### src/rtl/alu_pwr_seq.sv
`default_nettype none
// ============================================================================
// Module      : alu_pwr_seq
// Description : Power/isolation sequencer for a switchable ALU domain.
//               It drives a Moore FSM (OFF/PWRUP/ON/DRAIN/ISO) with registered
//               power, isolation and status outputs. It also gates the ALU
//               start pin while the domain is not fully on.
// Revision    : 1.0  initial release
// ============================================================================
module alu_pwr_seq #(
  parameter int ISO_DLY   = 2,
  parameter int PWR_DLY   = 4,
  parameter int DRAIN_MAX = 16
) (
  input  logic       clk,
  input  logic       rst,
  input  logic       sleep_req,
  input  logic       wake_req,
  input  logic       start_in,
  input  logic       alu_busy,
  output logic       start_out,
  output logic       alu_pwr_en,
  output logic       iso_en,
  output logic       alu_ready,
  output logic       sleep_ack,
  output logic       sleep_err,
  output logic [2:0] state_o
);

  localparam logic [7:0] C_ISO_DLY   = 8'(ISO_DLY);
  localparam logic [7:0] C_PWR_DLY   = 8'(PWR_DLY);
  localparam logic [7:0] C_DRAIN_MAX = 8'(DRAIN_MAX);

  typedef enum logic [2:0] {
    S_OFF   = 3'd0,
    S_PWRUP = 3'd1,
    S_ON    = 3'd2,
    S_DRAIN = 3'd3,
    S_ISO   = 3'd4
  } state_t;

  state_t     r_state;
  state_t     w_state_nxt;
  logic [7:0] r_cnt;
  logic [7:0] w_cnt_nxt;
  logic       w_err_nxt;

  logic       r_pwr_en;
  logic       r_iso_en;
  logic       r_ready;
  logic       r_ack;
  logic       r_err;
  logic       w_pwr_en_nxt;
  logic       w_iso_en_nxt;
  logic       w_ready_nxt;
  logic       w_ack_nxt;

  // Next-state and dwell counter: the counter is loaded on entry to each timed
  // state and the state is left when it reaches 1 (i.e. after exactly N cycles).
  // The "<= 1" comparisons also keep a zeroed counter from wrapping.
  always_comb begin
    w_state_nxt = S_OFF;
    w_cnt_nxt   = r_cnt;
    w_err_nxt   = 1'b0;
    case (r_state)
      S_OFF: begin
        if (wake_req) begin
          w_state_nxt = S_PWRUP;
          w_cnt_nxt   = C_PWR_DLY;
        end else begin
          w_state_nxt = S_OFF;
        end
      end
      S_PWRUP: begin
        if (r_cnt <= 8'd1) begin
          w_state_nxt = S_ON;
        end else begin
          w_state_nxt = S_PWRUP;
          w_cnt_nxt   = r_cnt - 8'd1;
        end
      end
      S_ON: begin
        // Sleep takes priority; wake is meaningless while already on.
        if (sleep_req) begin
          w_state_nxt = S_DRAIN;
          w_cnt_nxt   = C_DRAIN_MAX;
        end else begin
          w_state_nxt = S_ON;
        end
      end
      S_DRAIN: begin
        if (!alu_busy) begin
          w_state_nxt = S_ISO;
          w_cnt_nxt   = C_ISO_DLY;
        end else if (r_cnt <= 8'd1) begin
          w_state_nxt = S_ON;
          w_err_nxt   = 1'b1;
        end else begin
          w_state_nxt = S_DRAIN;
          w_cnt_nxt   = r_cnt - 8'd1;
        end
      end
      S_ISO: begin
        if (r_cnt <= 8'd1) begin
          w_state_nxt = S_OFF;
        end else begin
          w_state_nxt = S_ISO;
          w_cnt_nxt   = r_cnt - 8'd1;
        end
      end
      default: begin
        w_state_nxt = S_OFF;
        w_cnt_nxt   = 8'd0;
      end
    endcase
  end

  // Output decode of the upcoming state so the registered outputs line up with r_state.
  always_comb begin
    w_pwr_en_nxt = 1'b0;
    w_iso_en_nxt = 1'b1;
    w_ready_nxt  = 1'b0;
    w_ack_nxt    = 1'b0;
    case (w_state_nxt)
      S_OFF:   w_ack_nxt = 1'b1;
      S_PWRUP: w_pwr_en_nxt = 1'b1;
      S_ON: begin
        w_pwr_en_nxt = 1'b1;
        w_iso_en_nxt = 1'b0;
        w_ready_nxt  = 1'b1;
      end
      S_DRAIN: begin
        w_pwr_en_nxt = 1'b1;
        w_iso_en_nxt = 1'b0;
      end
      S_ISO:   w_pwr_en_nxt = 1'b1;
      default: w_ack_nxt = 1'b1;
    endcase
  end

  // State, counter and registered outputs; reset lands directly on the OFF
  // decode, so iso_en is never released on the way into reset.
  always_ff @(posedge clk or posedge rst) begin
    if (rst) begin
      r_state  <= S_OFF;
      r_cnt    <= 8'd0;
      r_pwr_en <= 1'b0;
      r_iso_en <= 1'b1;
      r_ready  <= 1'b0;
      r_ack    <= 1'b1;
      r_err    <= 1'b0;
    end else begin
      r_state  <= w_state_nxt;
      r_cnt    <= w_cnt_nxt;
      r_pwr_en <= w_pwr_en_nxt;
      r_iso_en <= w_iso_en_nxt;
      r_ready  <= w_ready_nxt;
      r_ack    <= w_ack_nxt;
      r_err    <= w_err_nxt;
    end
  end

  // No start may slip out in the cycle a sleep request is being accepted.
  assign start_out  = start_in & (r_state == S_ON) & ~sleep_req;
  assign alu_pwr_en = r_pwr_en;
  assign iso_en     = r_iso_en;
  assign alu_ready  = r_ready;
  assign sleep_ack  = r_ack;
  assign sleep_err  = r_err;
  assign state_o    = r_state;

endmodule
`default_nettype wire

### config.mk
export PLATFORM = sky130hd
export DESIGN_NAME = alu_pwr_seq
export DESIGN_NICKNAME = d
export VERILOG_FILES = /design/src/rtl/alu_pwr_seq.sv
export SDC_FILE = /design/constraint.sdc
export NUM_CORES = 1
export LEC_CHECK = 0
export CORE_AREA = 2 2 44 46
export CTS_BUF_LIST = sky130_fd_sc_hd__clkbuf_2 sky130_fd_sc_hd__clkbuf_4 sky130_fd_sc_hd__clkbuf_8
export DETAILED_ROUTE_END_ITERATION = 8
export DIE_AREA = 0 0 46 48
export PLACE_DENSITY = 0.86
export SYNTH_ARGS = -nofsm -noshare
export SYNTH_HDL_FRONTEND = slang
export SYNTH_SLANG_ARGS = --single-unit
### constraint.sdc
create_clock -name clk -period 4.2 [get_ports clk]
set_clock_uncertainty 0.05 [all_clocks]
set_input_delay 0.84 -clock clk [delete_from_list [all_inputs] [get_ports clk]]
set_output_delay 0.84 -clock clk [all_outputs]
set_load 0.01 [all_outputs]
Yosys cells after proc, flatten, opt, wreduce, memory -nomap -nowiden
Cells that the tools add are included.
{ "classes": {"addsub": 1, "order_cmp": 1, "eq_ne": 10, "n_mux": 19, "n_bitwise": 3, "n_reduce_logical": 5} }
{ "ops": {"columns": ["operator", "count"], "rows": [
  ["$mux W8", 4],
  ["$pmux W8 S4", 1],
  ["$pmux W3 S5", 1],
  ["$eq A3 B2 Y1 const B", 4],
  ["$mux W1", 10],
  ["$le A8 B1 Y1 const B", 1],
  ["$sub A8 B1 Y8 const B", 1],
  ["$eq A3 B1 Y1 const B", 2],
  ["$eq A3 B3 Y1 const B", 2],
  ["$mux W3", 2],
  ["$ne A2 B2 Y1 const B", 2],
  ["$reduce_or A2 Y1", 2],
  ["$reduce_or A4 Y1", 1],
  ["$logic_not A3 Y1", 1],
  ["$and A1 B1 Y1", 2],
  ["$mux W2", 1],
  ["$reduce_and A2 Y1", 1],
  ["$not A1 Y1", 1]
]} }
{ "word_totals": {"regBits": 16, "in_bits": 6} }

Depth between registers and ports, before layout
Gate-level depths: netlist (run 1).
{ "logic_depth": {"word_depth": 7, "mapped_depth": 6, "ltp_nobuf": 6} }

Worst setup path after synthesis (run 1)
OpenSTA, ideal clock, no wires.
{ "synth_timing": {"path_kind": "input-to-output", "from": "input port sleep_req", "to": "output port start_out", "arrival_ps": 1137, "path_slack_ps": 2173, "stages": 2, "path_buffers": 0, "cell_sequence": "nor2_1 > and3_1"} }
{ "synth_via": {"elab_chain_cells": 2} }
{ "synth_rtl": {"columns": ["element", "line_no", "rtl"], "rows": [
  ["start: declaration", "17", "input logic sleep_req,"],
  ["$not A1 Y1", "164", "assign start_out = start_in & (r_state == S_ON) & ~sleep_req;"],
  ["$and A1 B1 Y1", "164", null],
  ["end: declaration", "21", "output logic start_out,"]
]} }
Every way passes these cells.

Worst setup path after layout (run 1)
Ends and elaborated chain as after synthesis.

==> results of run 1 <==
[power by group]
part / internal [W] / switching (W)
registers: 0.000219 / 0.0000872
logic: 0.000208 / 0.000233
clock network: 0.0000527 / 0.0000473
total: 0.000480 / 0.000368
[layer usage]
metal  up-vias  share of wire [%]
li1        384                  -
met1       382                 46
met2        21                 49
met3         2                4.0
met4         0                1.1
met5         -                  0
[state kept, by name (all words and copies together) (netlist names)]
name	cells
sleep_ack	1
sleep_err	1
iso_en	1
alu_pwr_en	1
r_cnt	8
alu_ready	1
state_o	3
[through the flow]
step | hold WS [ns] | total power, W
after floorplan | 0.459 | 0.000617
after global placement | 0.494 | 0.000733
after detailed placement | 0.519 | 0.000747
after CTS | 0.533 | 0.000852
after global routing | 0.558 | 0.000924
final | 0.518 | 0.000848
[kinds of logic (layout without fill, tap and decap cells)]
group / Yosys count / after routing / share of synthesized area (%)
compound gates: 29 / 29 / 23.1
fa+ha+maj: 2 / 2 / 2.72
buf+inv: 8 / 23 / 3.27
flops: 16 / 16 / 43.8
mux: 1 / 1 / 1.22
simple gates: 39 / 39 / 25.9
[path summary, 6_finish.rpt]
kind / start / to / slack [ns] / depth (start not counted)
max in group asynchronous: rst / state_o[0]$_DFF_PP0_ / 2.85 / 2
worst min register to register: r_cnt[0]$_DFFE_PP0P_ / r_cnt[0]$_DFFE_PP0P_ / 0.52 / 1
worst max register to register: state_o[1]$_DFF_PP0_ / r_cnt[1]$_DFFE_PP0P_ / 2.37 / 4
min in group asynchronous: rst / sleep_err$_DFF_PP0_ / 0.87 / 2
worst min-delay path: r_cnt[0]$_DFFE_PP0P_ / r_cnt[0]$_DFFE_PP0P_ / 0.52 / 1
worst max-delay path: sleep_req / start_out / 1.17 / 4
[area by class of cell]
type	instances	area, um2	area share (%)
multi-input cells	71	487	44.0
flip-flops and latches	16	403	36.4
well taps	17	21.3	1.92
inverters	5	18.8	1.70
repair buffers	14	140	12.7
clock buffers	4	36.3	3.28
[cells in the final DEF (no fill, tap or decap), drive strengths merged, types with 3 or more instances in the layout]
master	instances
o211ai	5
nand2	9
a21oi	7
nand2b	3
nand3	4
a32oi	3
dfrtp	14
nor3	4
o21ai	6
clkbuf	4
clkdlybuf4s50	14
nor2b	3
nor2	3
inv	5
==> impl_metrics.toml, run 1 <==
[power]
ir_drop_uv = 519
p_leak_nw = 0.464
p_per_area_nw_per_um2 = 767

[cells_and_area]
layout-drive-gt1-share_pct = 11.8
fin_util_pct = 65.5
layout.cells.non_filler = 127
n_fill_cell = 131
finalNetCount = 119
diodes = 0
synthToLayoutAreaGrowth_pct = 20.3
fin_area_um2 = 1110

[drt]
drt_pre_antenna_iters = 4
viasPerCell = 6.21
drc = 0
vias = 789
antenna_left = 0
drt_iter0_drc = 22
routedWlPerCell_um = 15.2
wl_um = 1930

[placement]
dpl_cell_area_um2 = 1070
io_buffers = 14
hpwl_um = 1350
dp.cells = 123
place_ws_ns = 1.21
place.gp.congestion = 0.860

[setup_path]
cp_slowest_stage_delay_ns = 0.53
cp.arrival_ns = 2.14
crit_path_start_kind = "input port"
end_kind = "primary output"
path_buf_inv = 2
path_delay_family = "buffers and inverters"
critPathKind = "in -> out"
path_max_fanout = 3
crit_path_frequent_cell = "clkdlybuf4s50_1"
cp_cell_sequence = "clkdlybuf4s50_1 -> nor2_1 -> and3_1 -> clkdlybuf4s50_1"
cp.required_ns = 3.31
cp_slowest_cell = "clkdlybuf4s50_1"

[synthesis]
syn_nets = 103
synth_cell_type_count = 37
synth_common_cells = "dfrtp_1 (14), nand2_1 (9), a21oi_1 (7), inv_1 (5), o21ai_0 (5)"
synth_ff_type = "dfrtp_1"
synth_edf_count = 0
ys.warnings.count = 0
netlist.area_leader.share_pct = 38.1
synth_cells = 95
syn_avg_cell_area_um2 = 9.68
synth_area_leaders = "dfrtp_1 (38%), dfstp_2 (5.7%), a21oi_1 (3.8%)"
yosys_register_bits = 16
netlist_area_um2 = 920
async_flop_share_pct = 100
ys_seq_area_share_pct = 43.8
yosysTopAreaCell = "dfrtp_1"
yosysMostFrequentCell = "dfrtp_1"

[sta]
maxSlewViolCount = 0
min_period_over_period_pct = 72.1
min_period_ns = 3.03
timing.final.ws_setup_ns = 1.17
worstMarginPinSlew_ns = 0.607
rsz0062_at_grt = "false"
slew_headroom_pct = 59.3
setup_viol = 0
fmax_ghz = 0.330
finalHoldViolCount = 0
setup_tns_ns = 0

[floorplan]
die-area_um2 = 2210
die_w_um = 46
start_util_pct = 54.4
coreArea_um2 = 1690
die_h_um = 48
io-pin-count = 15
placementRows = 15

[clocking]
clkTransAtPathRegs_ns = 0.09
ctsLongestPathBuffers = 2
clk_latency_ns = 0.28
cts_tree = "done"
ctsHoldBuffers = 0
cts_root_buf = "clkbuf_4"
cts_sinks = 16
ctsResizeCount = 0
post_cts.repair.setup_buffers = 0
cts_buffers = 3
cts.htree.levels = 1

[grt]
antenna_found_initial = 0
use_met3_pct = 5.66
grt_max_degree = 17
use_met2_pct = 35.0
overflow = 0
grt_pass1_vias = 728
grt_use_total_pct = 21.5
met1_usage_pct = 28.1
grt_pass1_wl_um = 3280
busiest_layer = "met2"

[worst_hold_path]
hold_path.class = "reg -> reg"

[outcome]
status = "finished, final reports clean"

[run]
max-cap-violations = 0
(Power assumes the default switching activity.)
==> run 2, diff against run 1 <==
CORE_AREA = 2 2 45 47   (was 2 2 44 46)
DIE_AREA = 0 0 47 49   (was 0 0 46 48)
PLACE_DENSITY = 0.83   (was 0.86)
clock period = 3 ns   (was 4.2 ns; I/O delays follow)
==> impl_metrics.toml, run 2 (synthesized netlist as in run 1, its figures left out) <==
[outcome]
status = "finished, final reports clean"

[floorplan]
placementRows = 16
die-area_um2 = 2300
io-pin-count = 15
coreArea_um2 = 1840
die_h_um = 49
die_w_um = 47
start_util_pct = 49.9

[grt]
grt_pass1_vias = 740
grt_max_degree = 17
grt_use_total_pct = 21.1
antenna_found_initial = 0
overflow = 0
grt_pass1_wl_um = 3460

[clocking]
ctsLongestPathBuffers = 2
ctsHoldBuffers = 0
cts_buffers = 3
cts_sinks = 16
clk_latency_ns = 0.30
cts_root_buf = "clkbuf_4"
clkTransAtPathRegs_ns = 0.10
post_cts.repair.setup_buffers = 0
cts.htree.levels = 1
ctsResizeCount = 0
cts_tree = "done"

[setup_path]
cp_cell_sequence = "nor2b_1 -> and3_1 -> clkdlybuf4s50_1"
cp.arrival_ns = 1.90
cp_slowest_stage_delay_ns = 0.56
crit_path_start_kind = "register"
r2r_slack_ns = 1.16
critPathKind = "reg -> out"
cp_slowest_cell = "dfrtp_1"
path_max_fanout = 13
cp.required_ns = 2.35
end_kind = "primary output"

[cells_and_area]
top_register = "r_cnt"
fin_util_pct = 60.7
largest_register_ffs = 8
final_cell_mix = "dfrtp_1 (14), clkdlybuf4s50_1 (14), nand2_1 (9), a21oi_1 (7)"
synthToLayoutAreaGrowth_pct = 21.6
diodes = 0
finalNetCount = 119
layout.cells.non_filler = 137
layout-drive-gt1-share_pct = 11.8

[power]
share_comb_of_total_power_pct = 51.7
p_switching_w = 0.000524
ir_drop_uv = 591
pwr-share-clk_pct = 12.3
p_leak_nw = 0.464
sequentialPowerShare_pct = 36.0
internal-power_w = 0.000673
p_sw_share_pct = 43.8
p_per_area_nw_per_um2 = 1070

[sta]
fmax_ghz = 0.393
maxSlewViolCount = 0
setup_tns_ns = 0
timing.final.ws_setup_ns = 0.454
finalHoldViolCount = 0
slew_headroom_pct = 59.1
setup_viol = 0
min_period_over_period_pct = 84.9
min_period_ns = 2.55
rsz0062_at_grt = "false"
worstMarginPinSlew_ns = 0.610

[drt]
routedWlPerCell_um = 14.3
vias = 805
viasPerCell = 5.88
antenna_left = 0
wl_um = 1960
drt_pre_antenna_iters = 4
drc = 0
drt_iter0_drc = 10

[placement]
place.gp.congestion = 0.885
io_buffers = 14
place_ws_ns = 0.491
hpwl_um = 1400
dp.cells = 133

[worst_hold_path]
hold_path.class = "reg -> reg"

[run]
max-cap-violations = 0
-- run 2: cell counts in the layout (fill, tap and decap cells not counted) --
No cell type changed its count.
-- run 2: power by group through the flow --
stage | clock, W | sequential, W | combinational [W]
6_report | 0.000147 | 0.000431 | 0.000618
5_1_grt | 0.000165 | 0.000447 | 0.000694
4_1_cts | 0.000154 | 0.000430 | 0.000624
3_5_place_dp | 0 | 0.000435 | 0.000621
3_3_place_gp | 0 | 0.000427 | 0.000603
2_1_floorplan | 0 | 0.000400 | 0.000463
-- run 2: stage by stage --
| step | area (um2) | power [W] | hold slack (ns) |
|---|---|---|---|
| after floorplan | 920 | 0.000863 | 0.459 |
| after global placement | 1080 | 0.00103 | 0.497 |
| after detailed placement | 1080 | 0.00106 | 0.507 |
| after CTS | 1120 | 0.00121 | 0.521 |
| after global routing | 1120 | 0.00131 | 0.544 |
| final | 1120 | 0.00120 | 0.528 |
-- run 2: final timing paths --
kind,cells past startpoint,start,end
max in group asynchronous,2,rst,state_o[1]$_DFF_PP0_
worst min-delay path,1,r_cnt[0]$_DFFE_PP0P_,r_cnt[0]$_DFFE_PP0P_
min in group asynchronous,2,rst,r_cnt[4]$_DFFE_PP0P_
worst max register to register,4,state_o[1]$_DFF_PP0_,r_cnt[1]$_DFFE_PP0P_
worst min register to register,1,r_cnt[0]$_DFFE_PP0P_,r_cnt[0]$_DFFE_PP0P_
worst max-delay path,3,state_o[1]$_DFF_PP0_,start_out
-- run 2: worst max-delay path: cells and delay by family (launching register included) --
kind	cells	cell delay [ns]
flip-flops	1	0.56
buffers and inverters	1	0.53
AND/OR/NAND/NOR	2	0.52
-- run 2: layer usage --
metal / vias to the layer above / GRT usage (%) / wire length (um)
li1: 390 / - / -
met1: 395 / 30.2 / 889
met2: 15 / 28.8 / 960
met3: 5 / 4.81 / 56
met4: 0 / 11.1 / 56
met5: - / 0 / 0
-- run 2: final cells by class --
class | count | area (um2)
Clock buffer | 4 | 36.3
Fill cell | 172 | 723
Inverter | 5 | 18.8
Multi-Input combinational cell | 71 | 487
Sequential cell | 16 | 403
Tap cell | 27 | 33.8
Timing Repair Buffer | 14 | 140
==> run 3, diff against run 2 <==
CORE_AREA = 2 2 47 49   (was 2 2 45 47)
DIE_AREA = 0 0 49 51   (was 0 0 47 49)
PLACE_DENSITY = 0.8   (was 0.83)
clock period = 2.3 ns   (was 3 ns; I/O delays follow)
==> impl_metrics.toml, run 3 (synthesized netlist as in run 1, its figures left out) <==
[cells_and_area]
synthToLayoutAreaGrowth_pct = 24.6
top_register = "r_cnt"
largest_register_ffs = 8
layout.cells.non_filler = 142
finalNetCount = 123
final_cell_mix = "dfrtp_1 (14), clkdlybuf4s50_1 (14), nand2_1 (9), a21oi_1 (7)"
layout-drive-gt1-share_pct = 15.8
diodes = 0

[grt]
grt_max_degree = 17
grt_pass1_wl_um = 3440
antenna_found_initial = 0
grt_pass1_vias = 748
overflow = 0
grt_use_total_pct = 18.2

[sta]
rsz0062_at_grt = "false"
maxSlewViolCount = 0
min_period_ns = 2.23
finalHoldViolCount = 0
min_period_over_period_pct = 96.9
setup_viol = 0
worstMarginPinSlew_ns = 0.605
fmax_ghz = 0.449
slew_headroom_pct = 59.6
setup_tns_ns = 0

[power]
p_leak_nw = 0.482
p_switching_w = 0.000706
sequentialPowerShare_pct = 31.7
ir_drop_uv = 751
p_per_area_nw_per_um2 = 1400
pwr-share-clk_pct = 10.6
p_sw_share_pct = 44.1
internal-power_w = 0.000896
share_comb_of_total_power_pct = 57.7

[setup_path]
end_kind = "primary output"
path_max_fanout = 3
cp.required_ns = 1.79
cp.arrival_ns = 1.72
crit_path_start_kind = "input port"
critPathKind = "in -> out"

[clocking]
clk_latency_ns = 0.29
cts_tree = "done"
cts_buffers = 3
post_cts.repair.setup_buffers = 0
cts_root_buf = "clkbuf_4"
ctsLongestPathBuffers = 2
ctsHoldBuffers = 0
clkTransAtPathRegs_ns = 0.09
cts_sinks = 16
cts.htree.levels = 1

[floorplan]
io-pin-count = 15
die_w_um = 49
die-area_um2 = 2500
coreArea_um2 = 2060
die_h_um = 51
start_util_pct = 44.6
placementRows = 17

[placement]
dp.cells = 138
place.gp.congestion = 0.849
io_buffers = 14
hpwl_um = 1460

[drt]
viasPerCell = 5.72
drc = 0
wl_um = 2050
drt_iter0_drc = 29
vias = 812
routedWlPerCell_um = 14.4
drt_pre_antenna_iters = 4
antenna_left = 0

[worst_hold_path]
hold_path.class = "in -> async"

[outcome]
status = "finished, final reports clean"

[run]
max-cap-violations = 0
-- run 3: cell count changes in the layout (fill, tap and decap cells not counted) --
| cell | before | now |
|---|---|---|
| buf_4 | 0 | 4 |
| clkbuf_4 | 3 | 4 |
| clkbuf_8 | 1 | 0 |
| nor2_1 | 3 | 2 |
| nor2_2 | 0 | 1 |
-- run 3: final timing paths --
check                                             to  cells after the start                 start  slack, ns
worst min register to register  r_cnt[0]$_DFFE_PP0P_                      1  r_cnt[0]$_DFFE_PP0P_       0.53
worst min-delay path            r_cnt[5]$_DFFE_PP0P_                      2                   rst       0.48
max in group asynchronous       state_o[1]$_DFF_PP0_                      2                   rst       1.33
min in group clk                r_cnt[0]$_DFFE_PP0P_                      1  r_cnt[0]$_DFFE_PP0P_       0.53
worst max-delay path                       start_out                      4             sleep_req       0.07
worst max register to register  r_cnt[5]$_DFFE_PP0P_                      5  state_o[0]$_DFF_PP0_       0.51
-- run 3: metal layers --
metal  wire [um]  share of wire (%)  global-route usage, %
met5           0                  0                      0
met4          43                2.1                   9.05
met3          58                2.8                   2.63
met2        1030                 50                   29.2
met1         917                 45                   24.0
-- run 3: power by group through the flow --
stage / Clock (W) / Combinational, W / Sequential, W
2_1_floorplan: 0 / 0.000604 / 0.000521
3_3_place_gp: 0 / 0.000883 / 0.000506
3_5_place_dp: 0 / 0.000916 / 0.000513
4_1_cts: 0.000172 / 0.000922 / 0.000507
5_1_grt: 0.000180 / 0.00102 / 0.000524
6_report: 0.000169 / 0.000925 / 0.000508
-- run 3: layout make-up --
cell class	instances	area (um2)
Multi-Input combinational cell	71	489
Fill cell	196	917
Timing Repair Buffer	18	170
Sequential cell	16	403
Tap cell	28	35.0
Clock buffer	4	30.0
Inverter	5	18.8
-- run 3: per-stage QoR --
stage	power (W)	setup slack [ns]	util (%)	hold WS [ns]	area (um2)
after floorplan	0.00113	0.673	-	0.322	920
after global placement	0.00139	0.0927	54.0	0.494	1110
after detailed placement	0.00143	0.0792	54.0	0.513	1110
after CTS	0.00160	0.0745	55.4	0.493	1140
after global routing	0.00173	0.0250	55.5	0.538	1150
final	0.00160	0.0708	55.5	0.477	1150
-- run 3: repair_timing --
| action | in CTS | in global routing |
|---|---|---|
| setup endpoints to repair | 0 | 1 |
| gates resized for setup | 0 | 1 |
| hold endpoints to repair | 0 | 0 |
-- run 3: worst max-delay path, cell delays in order --
cell and delay (ns):
clkdlybuf4s50_1 0.46, nor2_2 0.12, and3_1 0.16, clkdlybuf4s50_1 0.52
